<file path="config.mk">
export PLATFORM = sky130hd
export DESIGN_NAME = comparator
export DESIGN_NICKNAME = d
export VERILOG_FILES = /design/src/rtl/comparator_pkg.sv /design/src/rtl/comparator_core.sv /design/src/rtl/comparator.sv
export SDC_FILE = /design/constraint.sdc
export NUM_CORES = 1
export LEC_CHECK = 0
export CORE_AREA = 2 2 39 41
export CTS_BUF_LIST = sky130_fd_sc_hd__clkbuf_8
export CTS_CLUSTER_DIAMETER = 80
export DETAILED_ROUTE_END_ITERATION = 10
export DIE_AREA = 0 0 41 43
export GPL_TIMING_DRIVEN = 0
export SLEW_MARGIN = 10
export SYNTH_ARGS = -nofsm -noshare
export SYNTH_HDL_FRONTEND = slang
export SYNTH_SLANG_ARGS = --single-unit
</file>
<file path="constraint.sdc">
create_clock -name clk -period 0.8 [get_ports clk]
set_input_delay 0.16 -clock clk [delete_from_list [all_inputs] [get_ports clk]]
set_output_delay 0.16 -clock clk [all_outputs]
set_load 0.05 [all_outputs]
</file>
<file path="src/rtl/comparator_pkg.sv">
// Shared encodings and cascade resolution for the cascadable magnitude comparator.
// Result vectors are ordered {alb, aeb, agb} and are always one-hot.
package comparator_pkg;

   localparam int unsigned RES_W = 3;

   typedef logic [RES_W-1:0] cmp_res_t;

   localparam cmp_res_t CMP_LT = 3'b100;
   localparam cmp_res_t CMP_EQ = 3'b010;
   localparam cmp_res_t CMP_GT = 3'b001;

   // Local magnitude wins; on a tie the lower slice decides, illegal combinations fold to one-hot.
   function automatic cmp_res_t cmp_resolve(
      input logic mag_lt,
      input logic mag_gt,
      input logic cas_alb,
      input logic cas_aeb,
      input logic cas_agb
   );
      cmp_res_t res;
      res = CMP_EQ;
      if (mag_lt)       res = CMP_LT;
      else if (mag_gt)  res = CMP_GT;
      else if (cas_aeb) res = CMP_EQ;
      else if (cas_agb) res = CMP_GT;
      else if (cas_alb) res = CMP_LT;
      else              res = CMP_EQ;
      return res;
   endfunction

endpackage

</file>
<file path="src/rtl/comparator_core.sv">
// Combinational magnitude compare of one slice plus cascade resolution.
// Signed compares bias the sign bit so a single unsigned compare serves both modes.
module comparator_core
   import comparator_pkg::*;
#(
   parameter int unsigned WIDTH  = 4,
   parameter int unsigned SIGNED = 0
) (
   input  logic [WIDTH-1:0] a,
   input  logic [WIDTH-1:0] b,
   input  logic             cas_alb,
   input  logic             cas_aeb,
   input  logic             cas_agb,
   output logic [RES_W-1:0] result_c
);

   localparam logic [WIDTH-1:0] SIGN_MASK =
      (SIGNED != 0) ? (WIDTH'(1) << (WIDTH - 1)) : '0;

   logic [WIDTH-1:0] a_key;
   logic [WIDTH-1:0] b_key;
   logic             mag_lt;
   logic             mag_gt;

   always_comb begin
      a_key  = a ^ SIGN_MASK;
      b_key  = b ^ SIGN_MASK;
      mag_lt = (a_key < b_key);
      mag_gt = (a_key > b_key);
   end

   assign result_c = cmp_resolve(mag_lt, mag_gt, cas_alb, cas_aeb, cas_agb);

endmodule

</file>
<file path="src/rtl/comparator.sv">
// Registered cascadable magnitude comparator (7485-style), one-cycle latency.
// Flags hold their last value while in_valid is low; out_valid tracks in_valid.
module comparator
   import comparator_pkg::*;
#(
   parameter int unsigned WIDTH  = 4,
   parameter int unsigned SIGNED = 0
) (
   input  logic             clk,
   input  logic             rst,
   input  logic             in_valid,
   input  logic [WIDTH-1:0] a,
   input  logic [WIDTH-1:0] b,
   input  logic             cas_alb,
   input  logic             cas_aeb,
   input  logic             cas_agb,
   output logic             alb,
   output logic             aeb,
   output logic             agb,
   output logic             out_valid
);

   logic [RES_W-1:0] result_c;
   logic [RES_W-1:0] res_q;
   logic             valid_q;

   comparator_core #(
      .WIDTH  (WIDTH),
      .SIGNED (SIGNED)
   ) u_core (
      .a        (a),
      .b        (b),
      .cas_alb  (cas_alb),
      .cas_aeb  (cas_aeb),
      .cas_agb  (cas_agb),
      .result_c (result_c)
   );

   always_ff @(posedge clk or posedge rst) begin
      if (rst) begin
         res_q   <= '0;
         valid_q <= 1'b0;
      end else begin
         valid_q <= in_valid;
         if (in_valid) res_q <= result_c;
      end
   end

   assign {alb, aeb, agb} = res_q;
   assign out_valid       = valid_q;

endmodule

</file>
==> flow_summary.yaml <==
logic_synthesis:
  synthSimpleGateAreaFrac_pct: 18.58
  synth_top_family_by_area: "compound AO/OA/AOI/OAI gates"
  syn_nets: 48
  synth-seq-cells: 4
  yosysTopAreaCellShare_pct: 35.40
  yosys_warnings: 0
  avgSynthCellArea_um2: 9.426
  synth_cell_types: 16
  synthXorXnorAreaFrac_pct: 0
  synthAdderAreaFrac_pct: 17.70
  netlist_area_um2: 282.8
  syn_inst: 30
  ys_top_cells_by_area: "dfrtp_1 35%, ha_1 18%, inv_1 8.0%"
  synth_compound_area_share_pct: 19.03
  muxShareOfSynthArea_pct: 0
  ys_seq_area_share_pct: 35.40
  yosys.area.top_type: "dfrtp_1"
floorplan:
  core.rowCount: 14
  fp.dieW_um: 41
  die_height_um: 43
  initial_core_util_pct: 20.43
  dieArea_um2: 1763
  core_area_um2: 1384
  pin_count: 18
status:
  violations: "setup timing"
  outcome: "complete, but fails checks"
grt:
  track_usage_pct: 9.155
  grt-ovfl-total: 0
  grt_pass1_vias: 283
  antenna_found_initial: 0
  grt_pass1_wl_um: 1041
  grt_max_degree: 8
placed_design:
  finalWeightedCongestion: 0.6223
  io_buffer_count: 17
  dp_hpwl_um: 508.2
  dpl.cell_count: 63
critical_path:
  endpoint_kind: "flop"
  crit_path_max_fanout: 3
  r2r_cells: 2
  worstPathRequired_ns: 0.93
  worst_ep_arrival_time_ns: 1.10
  r2r-start: "res_q[1]"
  r2r_setup_slack_ns: -0.04
  startpoint: "b[1]"
  r2r_end: "res_q[1]"
  worstSetupPathType: "input port to flop"
  crit_path_start_kind: "input port"
pwr:
  p_leak_uw: 0.0002865
  pwr-share-clk_pct: 43.4
  pwr_density_cell_nw_per_um2: 1551
  ir_drop_mv: 0.9191
  power.internal_uw: 711.8
  p_seq_share_pct: 24.0
  combPwrFrac_pct: 32.6
  p_sw_uw: 268.1
  swShare_pct: 27.36
timing:
  slew_viol_final: 0
  finalWorstSetupSlack_ns: -0.1715
  period_minus_slack_ns: 0.9715
  tightest_slew_ns: 0.2414
  finalHoldViolCount: 0
  max_slew_margin_pct: 83.80
  fin_skew_ns: 0
  max_freq_mhz: 1029
  min_period_over_period_pct: 121.4
  rsz0062_at_grt: "true"
  setup_viol: 7
finish:
  area_delta_synth_final_pct: 123.5
  fin_nets: 73
  fill_cells: 132
  layoutNonFillerInstCount: 70
  final_common_cell: "buf_6"
  finish.utilization_pct: 45.66
  drive_above_1_share_pct: 59.26
  layout_common_cells: "11 x buf_6, 4 x ha_4"
  antenna_cells: 0
drt:
  dr.pass1.iters: 3
  vias: 290
  drcViolationCount: 0
  wl_per_cell_um: 8.814
  vias_per_cell: 4.143
  drtIter0Drc: 3
  wirelength_um: 617
  ant_nets: 0
hold_path:
  hp-class: "input port to async pin"
clock_network:
  tritoncts: "done"
  cts_buffer_depth: 2
  clock_latency_ns: 0.21
  htree_levels: 1
  cts.sink_count: 4
  numCtsBuffers: 3
  cts-root-buf: "clkbuf_8"
  clk_pin_slew_ns: 0.03
flow_run:
  max_cap_viol_count: 0
-- cell usage after synthesis --
master and number:
inv_2 1, nand2_8 1, a31o_1 1, inv_1 6
nor2_1 1, ha_1 4, a21oi_1 3, or3_1 1
a21o_2 1, nand4_1 1, a41o_1 1, dfrtp_1 4
a31oi_1 1, nand2_1 1, nor2b_1 2, o21ai_1 1
-- power groups by stage --
| stage | Clock (uW) | Combinational, uW | Sequential, uW |
|---|---|---|---|
| 3_5_place_dp | 0 | 298 | 234 |
| 5_1_grt | 465 | 348 | 236 |
| 3_3_place_gp | 0 | 296 | 233 |
| 4_1_cts | 438 | 310 | 236 |
| 2_1_floorplan | 0 | 93.7 | 298 |
| 6_report | 425 | 320 | 235 |
-- how the worst max path moves through the flow --
stage / to / cells past startpoint
after floorplan: res_q[2] / 5
after global placement: res_q[2] / 6
after detailed placement: res_q[2] / 6
after CTS: res_q[2] / 6
after global routing: res_q[2] / 6
final: res_q[2] / 6
-- what timing repair did --
item / in CTS / in global routing
gates resized for setup: 72 / 2
setup endpoints to repair: 7 / 7
setup buffers: 2 / 1
hold buffers: 0 / 0
pin swaps: 7 / 3
-- layout make-up --
type / count / area [um2] / share of cell area, %
Clock inverter: 1 / 3.754 / 0.5941
Sequential cell: 4 / 102.6 / 16.24
Tap cell: 16 / 20.02 / 3.168
Clock buffer: 3 / 41.29 / 6.535
Timing Repair Buffer: 20 / 207.7 / 32.87
Inverter: 7 / 46.29 / 7.327
Multi-Input combinational cell: 19 / 210.2 / 33.27
-- sequential cells by signal (all words and copies together) (netlist names) --
signal and count:
res_q 3, out_valid 1
-- per-layer routing --
metal | routed length [um] | GRT usage [%]
met1 | 237 | 10.03
met2 | 324 | 13.13
met3 | 55 | 6.283
met4 | 0 | 4.000
met5 | 0 | 0
-- worst max-delay path: stages --
cell     delay [ns]
buf_8          0.09
inv_12         0.03
ha_4           0.25
nand4_1        0.13
or3_1          0.32
a31oi_1        0.12
-- kinds of logic after synthesis --
| logic type | count (synthesis) |
|---|---|
| and+or+nand+nor | 7 |
| DFF | 4 |
| buffers and inverters | 7 |
| AOI/OAI and AO/OA | 8 |
| adders and majority gates | 4 |
-- stage by stage --
step | hold WS, ns | power, uW | TNS [ns] | setup slack, ns | instance area, um2
6_report | 0.1334 | 980.0 | -0.8835 | -0.1715 | 631.9
5_1_grt | 0.1542 | 1050 | -1.152 | -0.2481 | 631.9
4_1_cts | 0.1315 | 983.4 | -0.9026 | -0.1886 | 614.3
3_5_place_dp | 0.3597 | 531.9 | -4.731 | -0.9968 | 545.5
3_3_place_gp | 0.3570 | 528.7 | -4.746 | -0.9990 | 545.5
2_1_floorplan | -0.07405 | 391.8 | -0.6560 | -0.2959 | 355.3
No activity file was read; power rests on OpenSTA's default activity.
